--- src/rtl/wb_pkg.sv ---
// Shared types and constants for the register-file writeback front end.
package wb_pkg;

  localparam int REG_W  = 4;
  localparam int DATA_W = 16;

  typedef struct packed {
    logic [REG_W-1:0]  dst;
    logic [DATA_W-1:0] data;
  } wb_entry_t;

  // Register 0 is hardwired zero, so writes to it are dropped and never pending.
  function automatic logic is_zero_reg(input logic [REG_W-1:0] r);
    return (r == {REG_W{1'b0}});
  endfunction

endpackage

--- src/rtl/wb_fifo.sv ---
// In-order write buffer: head read combinationally from storage, with per-entry
// valid bits and destination fields exposed for the pending-register compare.
module wb_fifo
  import wb_pkg::*;
#(
  parameter int DEPTH = 4,
  parameter int AW    = 2
) (
  input  logic                        clk,
  input  logic                        rst,
  input  logic                        push_i,
  input  wb_entry_t                   wr_entry_i,
  input  logic                        pop_i,
  input  logic                        flush_i,
  output wb_entry_t                   head_o,
  output logic [AW-1:0]               rd_ptr_o,
  output logic                        full_o,
  output logic                        empty_o,
  output logic [DEPTH-1:0]            valid_o,
  output logic [DEPTH-1:0][REG_W-1:0] regs_o
);

  wb_entry_t       mem_q [DEPTH];
  logic [AW-1:0]   rd_ptr_q, rd_ptr_d;
  logic [AW-1:0]   wr_ptr_q, wr_ptr_d;
  logic [AW:0]     count_q, count_d;
  logic            do_push, do_pop;
  logic [AW-1:0]   offset;

  assign full_o   = (count_q == (AW+1)'(DEPTH));
  assign empty_o  = (count_q == {(AW+1){1'b0}});
  assign do_push  = push_i && !full_o;
  assign do_pop   = pop_i && !empty_o;
  assign head_o   = mem_q[rd_ptr_q];
  assign rd_ptr_o = rd_ptr_q;

  // Pointer and occupancy next-state; flush wins over any push or pop.
  always_comb begin
    rd_ptr_d = rd_ptr_q;
    wr_ptr_d = wr_ptr_q;
    count_d  = count_q;
    if (flush_i) begin
      rd_ptr_d = {AW{1'b0}};
      wr_ptr_d = {AW{1'b0}};
      count_d  = {(AW+1){1'b0}};
    end else begin
      if (do_pop) rd_ptr_d = rd_ptr_q + AW'(1);
      else        rd_ptr_d = rd_ptr_q;
      if (do_push) wr_ptr_d = wr_ptr_q + AW'(1);
      else         wr_ptr_d = wr_ptr_q;
      case ({do_push, do_pop})
        2'b10:   count_d = count_q + (AW+1)'(1);
        2'b01:   count_d = count_q - (AW+1)'(1);
        default: count_d = count_q;
      endcase
    end
  end

  // Slot i is occupied when its distance from the read pointer is below count.
  always_comb begin
    valid_o = {DEPTH{1'b0}};
    regs_o  = '0;
    offset  = {AW{1'b0}};
    for (int i = 0; i < DEPTH; i++) begin
      offset     = AW'(i) - rd_ptr_q;
      valid_o[i] = ({1'b0, offset} < count_q);
      regs_o[i]  = mem_q[i].dst;
    end
  end

  // Pointer and count state.
  always_ff @(posedge clk) begin
    if (rst) begin
      rd_ptr_q <= {AW{1'b0}};
      wr_ptr_q <= {AW{1'b0}};
      count_q  <= {(AW+1){1'b0}};
    end else begin
      rd_ptr_q <= rd_ptr_d;
      wr_ptr_q <= wr_ptr_d;
      count_q  <= count_d;
    end
  end

  // Entry storage; contents are qualified by valid_o so no reset is needed.
  always_ff @(posedge clk) begin
    if (do_push && !flush_i) mem_q[wr_ptr_q] <= wr_entry_i;
  end

endmodule

--- src/rtl/reg_writeback.sv ---
// Writeback front end: arbitrates ALU/memory results into an in-order buffer,
// drains it into the register-file write port and reports pending writes.
module reg_writeback
  import wb_pkg::*;
#(
  parameter int DEPTH = 4,
  parameter int AW    = 2
) (
  input  logic              clk,
  input  logic              rst,
  input  logic              alu_valid,
  input  logic [REG_W-1:0]  alu_reg,
  input  logic [DATA_W-1:0] alu_data,
  output logic              alu_ready,
  input  logic              mem_valid,
  input  logic [REG_W-1:0]  mem_reg,
  input  logic [DATA_W-1:0] mem_data,
  output logic              mem_ready,
  input  logic              wb_stall,
  input  logic              flush,
  input  logic [REG_W-1:0]  SrcReg1,
  input  logic [REG_W-1:0]  SrcReg2,
  output logic              Pending1,
  output logic              Pending2,
  output logic [REG_W-1:0]  DstReg,
  output logic [DATA_W-1:0] DstData,
  output logic              WriteReg,
  output logic              full,
  output logic              empty
);

  wb_entry_t                   in_entry, head;
  logic                        push;
  logic [AW-1:0]               rd_ptr;
  logic [DEPTH-1:0]            valid;
  logic [DEPTH-1:0]            live;
  logic [DEPTH-1:0][REG_W-1:0] regs;
  logic                        pend1, pend2;

  // Readiness looks only at registered occupancy; a same-cycle drain frees nothing.
  assign mem_ready = !full && !flush;
  assign alu_ready = !full && !flush && !mem_valid;
  assign WriteReg  = !empty && !wb_stall;
  assign DstReg    = WriteReg ? head.dst  : {REG_W{1'b0}};
  assign DstData   = WriteReg ? head.data : {DATA_W{1'b0}};

  // Memory has fixed priority; results for R0 are acknowledged but dropped.
  always_comb begin
    if (mem_valid && mem_ready) begin
      in_entry = '{dst: mem_reg, data: mem_data};
      push     = !is_zero_reg(mem_reg);
    end else if (alu_valid && alu_ready) begin
      in_entry = '{dst: alu_reg, data: alu_data};
      push     = !is_zero_reg(alu_reg);
    end else begin
      in_entry = '{dst: {REG_W{1'b0}}, data: {DATA_W{1'b0}}};
      push     = 1'b0;
    end
  end

  // The entry being written this cycle is excluded: the register file bypasses it.
  always_comb begin
    pend1 = 1'b0;
    pend2 = 1'b0;
    live  = {DEPTH{1'b0}};
    for (int i = 0; i < DEPTH; i++) begin
      live[i] = valid[i] && !(WriteReg && (rd_ptr == AW'(i)));
      pend1   = pend1 | (live[i] && (regs[i] == SrcReg1));
      pend2   = pend2 | (live[i] && (regs[i] == SrcReg2));
    end
    Pending1 = pend1 && !is_zero_reg(SrcReg1);
    Pending2 = pend2 && !is_zero_reg(SrcReg2);
  end

  wb_fifo #(.DEPTH(DEPTH), .AW(AW)) u_fifo (
    .clk        (clk),
    .rst        (rst),
    .push_i     (push),
    .wr_entry_i (in_entry),
    .pop_i      (WriteReg),
    .flush_i    (flush),
    .head_o     (head),
    .rd_ptr_o   (rd_ptr),
    .full_o     (full),
    .empty_o    (empty),
    .valid_o    (valid),
    .regs_o     (regs)
  );

endmodule

--- config.mk ---
export PLATFORM = sky130hd
export DESIGN_NAME = reg_writeback
export DESIGN_NICKNAME = d
export VERILOG_FILES = /design/src/rtl/wb_pkg.sv /design/src/rtl/wb_fifo.sv /design/src/rtl/reg_writeback.sv
export SDC_FILE = /design/constraint.sdc
export NUM_CORES = 1
export LEC_CHECK = 0
export BUFFER_PORTS_ARGS = -buffer_cell sky130_fd_sc_hd__buf_2
export CORE_MARGIN = 8
export CORE_UTILIZATION = 60
export CTS_CLUSTER_DIAMETER = 80
export DETAILED_ROUTE_END_ITERATION = 8
export HOLD_SLACK_MARGIN = 0.1
export PLACE_DENSITY = 0.85
export SYNTH_ARGS = -nofsm -noshare
export SYNTH_HDL_FRONTEND = slang
export SYNTH_SLANG_ARGS = --single-unit
--- constraint.sdc ---
create_clock -name clk -period 8 [get_ports clk]
set_clock_uncertainty 0.2 [all_clocks]
set_input_delay 0.4 -clock clk [delete_from_list [all_inputs] [get_ports clk]]
set_output_delay 0.4 -clock clk [all_outputs]
set_load 0.03 [all_outputs]
== Word level (Yosys, flattened, before mapping) ==
Memories as Yosys holds them, arrays and structs flattened. A register that Yosys moved wholly into a read port is not among the register bits.
Cells that the tools add are included.

* Register bits after elaboration: 7
* Latch bits: 0
* RAM bits: 80
* Bits in read-only memories: 0
* Output and inout port bits: 27
* Memories: 1

{| class="wikitable"
|+ Memories
! memory !! depth !! bits a word !! read ports !! clocked after Yosys merged registers in !! wr ports !! line !! RTL
|-
| u_fifo.mem_q || 4 || 20 || 5 || 1 || 1 || wb_fifo.sv:23 || <nowiki>wb_entry_t mem_q [DEPTH];</nowiki>
|}

* Add/subtract/negate cells: 8
* Multiply operators: 0
* Div/mod/pow operators: 0
* Order comparisons: 4
* Equality and inequality tests: 14
* Shifts and indexed selects: 0
* Multiplexer cells: 11
* Bitwise logic cells: 6
* Reductions and logical operators: 47

{| class="wikitable"
|+ Operators with widths
! cell !! count
|-
| 20-bit 2-to-1 mux || 2
|-
| 4-bit equality test || 8
|-
| 1-bit logical AND || 26
|-
| 4-bit logical NOT || 4
|-
| 16-bit 2-to-1 mux || 1
|-
| 1-bit logical NOT || 13
|-
| 2-bit by 3-bit < comparator with 1-bit output || 4
|-
| 2-bit equality test (second input constant) || 3
|-
| 1-bit bitwise OR || 6
|-
| 3-bit one-hot mux with 2 select lines || 1
|-
| 2-bit by 1-bit adder with 2-bit output (second input constant) || 2
|-
| 2-bit by 1-bit equality test with 1-bit output (second input constant) || 2
|-
| 1-bit 2-to-1 mux || 4
|-
| 2-bit 2-to-1 mux || 2
|-
| 4-bit 2-to-1 mux || 1
|-
| 1-bit by 2-bit subtractor with 2-bit output (first input constant) || 2
|-
| 2-bit subtractor (first input constant) || 2
|-
| 3-bit by 1-bit adder with 3-bit output (second input constant) || 1
|-
| 3-bit equality test (second input constant) || 1
|-
| 3-bit logical NOT || 1
|-
| 3-bit by 1-bit subtractor with 3-bit output (second input constant) || 1
|-
| 2-bit logical NOT || 1
|-
| 2-bit nonzero test || 1
|-
| 2-bit OR reduction || 1
|}

== Depth between registers and ports, before layout ==
* Depth in word-level cells: 11
* Gate-level depth with buffers: 10

== Cells and area by module ==
Synthesis repeated with hierarchy kept, for this count alone.

* Cell total of the unflattened synthesis: 310
* Area total of the unflattened synthesis: 4543.1 um^2

{| class="wikitable"
|+ By module, submodules not included
! module !! instances !! cells each !! area each (um^2) !! seq. area each (um^2)
|-
| wb_fifo || 1 || 193 || 3618.5 || 2582.5
|-
| reg_writeback || 1 || 117 || 924.6 || 0.0
|}

== Worst setup path before layout ==
Ideal clock, no wire load.

* Kind: in2reg
* From: input mem_reg[0]
* To: register u_fifo.count_q[2]
* Library setup time: 70 ps
* Arrival: 2465 ps
* Slack: 5265 ps
* Stages: 9
* Cells stage by stage: or4_1 and3_1 nor2_4 ha_1 inv_1 fa_1 xor2_1 or3_1 a21oi_1

* Longest elaborated chain between the ends: 6
* Elaborated cells between the ends (all ways): 8
* Those cells by class: 2 x eq/ne; 2 x mux; 4 x reduce/logical

{| class="wikitable"
|+ RTL lines
! item !! line !! RTL
|-
| start: declaration || reg_writeback.sv:16 || <nowiki>input logic [REG_W-1:0] mem_reg,</nowiki>
|-
| 4-bit logical NOT (*) || wb_pkg.sv:14 || <nowiki>return (r == {REG_W{1'b0}});</nowiki>
|-
| 1-bit logical NOT (*) || reg_writeback.sv:51 || <nowiki>push = !is_zero_reg(mem_reg);</nowiki>
|-
| 1-bit 2-to-1 mux (*) || reg_writeback.sv:49 || <nowiki>if (mem_valid && mem_ready) begin</nowiki>
|-
| 1-bit logical AND (*) || wb_fifo.sv:32 || <nowiki>assign do_push = push_i && !full_o;</nowiki>
|-
| 2-bit by 1-bit equality test with 1-bit output / 2-bit equality test (equally long branches) || wb_fifo.sv:51 || <nowiki>case ({do_push, do_pop})</nowiki>
|-
| 3-bit one-hot mux with 2 select lines / 2-bit nonzero test (equally long branches) || - ||
|-
| end signal: assignment || wb_fifo.sv:76 || <nowiki>count_q <= {(AW+1){1'b0}};</nowiki>
|-
| end signal: assignment || wb_fifo.sv:80 || <nowiki>count_q <= count_d;</nowiki>
|-
| end: declaration || wb_fifo.sv:26 || <nowiki>logic [AW:0] count_q, count_d;</nowiki>
|}

Every way passes the cells marked *; elsewhere a longest branch is shown, timed or not.
A chain may end at the register's enable or synchronous reset.

== Final worst setup path ==
* From: register u_fifo.rd_ptr_q[0] (netlist: u_fifo.rd_ptr_o[0])
* To: output Pending2

* Elaborated cells between the ends (all ways): 32
* Those cells by class: 4 x add/sub; 4 x order compare; 3 x eq/ne; 3 x bitwise; 18 x reduce/logical

{| class="wikitable"
|+ RTL lines
! item !! line !! RTL
|-
| start: declaration || wb_fifo.sv:24 || <nowiki>logic [AW-1:0] rd_ptr_q, rd_ptr_d;</nowiki>
|-
| start signal: assignment || wb_fifo.sv:74 || <nowiki>rd_ptr_q <= {AW{1'b0}};</nowiki>
|-
| start signal: assignment || wb_fifo.sv:78 || <nowiki>rd_ptr_q <= rd_ptr_d;</nowiki>
|-
| 2-bit subtractor || wb_fifo.sv:65 || <nowiki>offset = AW'(i) - rd_ptr_q;</nowiki>
|-
| net u_fifo.offset[0] || wb_fifo.sv:28 || <nowiki>logic [AW-1:0] offset;</nowiki>
|-
| 2-bit by 3-bit < comparator with 1-bit output || wb_fifo.sv:66 || <nowiki>valid_o[i] = ({1'b0, offset} < count_q);</nowiki>
|-
| 1-bit logical AND || reg_writeback.sv:67 || <nowiki>live[i] = valid[i] && !(WriteReg && (rd_ptr == AW'(i)));</nowiki>
|-
| 1-bit logical AND || reg_writeback.sv:69 || <nowiki>pend2 = pend2 | (live[i] && (regs[i] == SrcReg2));</nowiki>
|-
| 1-bit bitwise OR || reg_writeback.sv:69 ||
|-
| 1-bit logical AND || reg_writeback.sv:72 || <nowiki>Pending2 = pend2 && !is_zero_reg(SrcReg2);</nowiki>
|-
| end: declaration || reg_writeback.sv:24 || <nowiki>output logic Pending2,</nowiki>
|}

The timed path passes the listed nets, and every way through them passes these cells.

==> summary.md <==
| Metric | Value |
|---|---|
| CTS root buffer | clkbuf_8 |
| Asr flop ratio synth | 0 |
| Top post-synthesis cells by area | edfxtp_1 (55%), mux4_2 (10%), xor2_1 (6.8%) |
| Total CTS buffers | 9 |
| Critical-path maximum fanout | 7 |
| Fin crit share | 0.371 |
| WP data required | 7400 ps |
| First-pass GRT wire length | 14,500 um |
| CTS sink count | 89 |
| Worst-Skew Late Latency | 350 ps |
| Die X | 102 um |
| Die ar. | 0.0103 sq mm |
| Reg area | 0.00258 sq mm |
| Multi-input logic area | 0.00168 sq mm |
| Max-slew headroom | 0.224 |
| Post-CTS setup buffer count | 0 |
| Drc violations | 0 |
| Vias in the first global route | 2,947 |
| Layout area overhead | 15.3% |
| RSZ-0062 raised after global routing | no |
| Post-CTS Hold Fix Bufs | 0 |
| Switching share of power | 0.228 |
| Diode count | 0 |
| Post-synthesis register bit count | 89 |
| Buf/Inv on CP | 2 |
| Routed wire length | 9130 um |
| Post_cts resized | 0 |
| Number of cell rows | 31 |
| CTS tree | yes |
| DR vias/cell | 5.66 |
| Initial antenna violation count | 0 |
| Final Util | 0.706 |
| Max Freq | 0.337 GHz |
| Status | finished clean |
| IO Pins | 81 |
| Min Clock Period, post-route | 2970 ps |
| Fillcell total | 470 |
| GR Util All Layers | 0.187 |
| Vias | 2,698 |
| Yosys warns | 0 |
| Pre-antenna DRT Iters | 4 |
| Post-synth EDFFs | 80 |
| Hold Vio Cnt, Final | 0 |
| Unique cell type count in the Yosys netlist | 39 |
| Startpoint types | flop |
| Cell count after synthesis | 300 |
| PD cells | 189 mW/mm^2 |
| Proportion of layout cells with a drive suffix above 1 | 0.336 |
| PnR Total Power | 0.955 mW |
| Count leader, synth | edfxtp_1 |
| CP max stage delay | 470 ps |
| # port buffers | 80 |
| Max cap viols | 0 |
| Yosys top cell by area | edfxtp_1 |
| Crit-path leading delay family | adder cells |
| Slowest cell on crit path | dfxtp_1 |
| Initial core utilization | 0.612 |
| Detailed placement HPWL | 6480 um |
| Critical Path AT | 2370 ps |
| Leak pwr | 1.86 nW |
| Net load switching power | 0.217 mW |
| Max rail drop VDD | 187 uV |
| Combinational power share | 0.102 |
| Sequential area share after synthesis | 0.588 |
| Critical Path, Cell by Cell | inv_1, ha_1, ha_1, and2b_1, a31oi_1, nand3_1, a41oi_1, buf_2 |
| Nets | 442 |
| Largest net degree at the start of global routing | 25 |
| Final Instance Area | 0.00506 sq mm |
| Most frequent CP cell | ha_1 |
| Avg WL per Cell | 19.1 um |
| Main synth FF type | edfxtp_1 |
| Core Area | 0.00718 sq mm |
| Internal power | 0.738 mW |
| Top cells by count, synth | edfxtp_1 (80), xor2_1 (34), and2_1 (21) |
| Post-route antenna net violation count | 0 |
| Measured slew at the worst slew-check pin | 1160 ps |
| Sequential power share | 0.551 |
| H-Tree Depth | 3 |
| Final setup fails | 0 |
| Setup TNS | 0 ps |
| Mapped Nets | 368 |
| CP Class | flop to primary output |
| Slew Viols, Final | 0 |
| Syn Std Cell Area | 0.00439 sq mm |
| Clock network power share | 0.347 |
| Hold Crit Class | primary input to flop |
| Reg clk slew, reported paths | 90 ps |
| Die H | 102 um |
| GP Congestion | 0.891 |
| Dpl cell area | 0.00485 sq mm |
| Syn Area/Cell | 14.6 sq um |
| Clock Tree Buf Depth | 2 |
| Post-synth top area share | 0.547 |
| Worst setup EP type | primary output |
| GRT Residual Overflow | 0 |
| Drt initial violations | 194 |
worst reg2reg max path: cells and delay by family (launching register included):
kind,cells,cell delay [ps]
AO/OA/AOI/OAI,1,140
XOR/XNOR,1,160
adder cells (fa/ha/maj),2,590
buffers and inverters,1,60
flip-flops,1,430
AND/OR/NAND/NOR,4,1180
cell usage in the layout, fill, tap and decap left out, types with 2 or more instances in the layout:
cell type    n
a22o_1      20
nand3_1     12
buf_4        2
nor2b_2      4
buf_2       80
ha_1        13
nand3b_1     4
a21oi_1      6
or4_1        2
o21ai_0      5
dfxtp_1      9
and3_1       2
nor4_1      10
clkinvlp_4   2
and2_1      21
a31oi_1      2
edfxtp_1    80
a41oi_1      2
xor2_1      34
mux4_2      20
bufinv_16    2
clkbuf_8     9
nor2_1       7
and2b_1      2
inv_1       10
metrics by stage:
stage	hold slack [ps]	std cells	setup WS, ps
6_report	214	477	5030
5_1_grt	201	477	4810
4_1_cts	194	477	5030
3_5_place_dp	307	462	5000
3_3_place_gp	293	462	5080
2_1_floorplan	277	300	5260
cell type report:
type                            instances  area share
Multi-Input combinational cell        181       0.333
Clock inverter                          6      0.0183
Clock buffer                            9      0.0245
Tap cell                               99      0.0245
Timing Repair Buffer                   82      0.0820
Inverter                               11     0.00815
Sequential cell                        89       0.510
worst paths after layout:
kind | start | to | slack [ps] | cells past startpoint
setup / recovery | u_fifo.rd_ptr_o[0] | Pending2 | 5030 | 8
hold / removal | alu_data[5] | u_fifo.mem_q[1][5] | 210 | 2
setup reg to reg | u_fifo.count_q[2] | u_fifo.count_q[2] | 5180 | 9
hold reg to reg | u_fifo.wr_ptr_q[0] | u_fifo.wr_ptr_q[0] | 330 | 2
flip-flops by register name, summed over array words and instances (netlist names), named ones only:
register / flops
u_fifo.mem_q: 80
u_fifo.count_q: 3
u_fifo.rd_ptr_o: 2
u_fifo.wr_ptr_q: 2
logic make-up after synthesis:
group                    after synthesis  synth area share
AO/OA/AOI/OAI                         37            0.0621
XOR/XNOR                              35            0.0698
adder cells (fa/ha/maj)               14            0.0416
buffers and inverters                 30            0.0305
flip-flops                            89             0.588
multiplexers                          20             0.103
AND/OR/NAND/NOR                       75             0.105
power by group through the flow:
stage | Sequential (mW) | Combinational [mW] | Clock (mW)
final | 0.526 | 0.0978 | 0.331
after global routing | 0.527 | 0.107 | 0.355
after CTS | 0.526 | 0.0991 | 0.335
after detailed placement | 0.537 | 0.0985 | 0
after global placement | 0.535 | 0.0938 | 0
after floorplan | 0.534 | 0.0669 | 0
routing by layer:
| metal | vias up | GRT usage | wire, um |
|---|---|---|---|
| met1 | 1312 | 0.217 | 3710 |
| met2 | 88 | 0.320 | 4700 |
| met3 | 11 | 0.0454 | 561 |
| li1 | 1287 | - | - |
| met4 | 0 | 0.0836 | 163 |
| met5 | - | 0 | 0 |
Power figures use the tool's default switching activity.
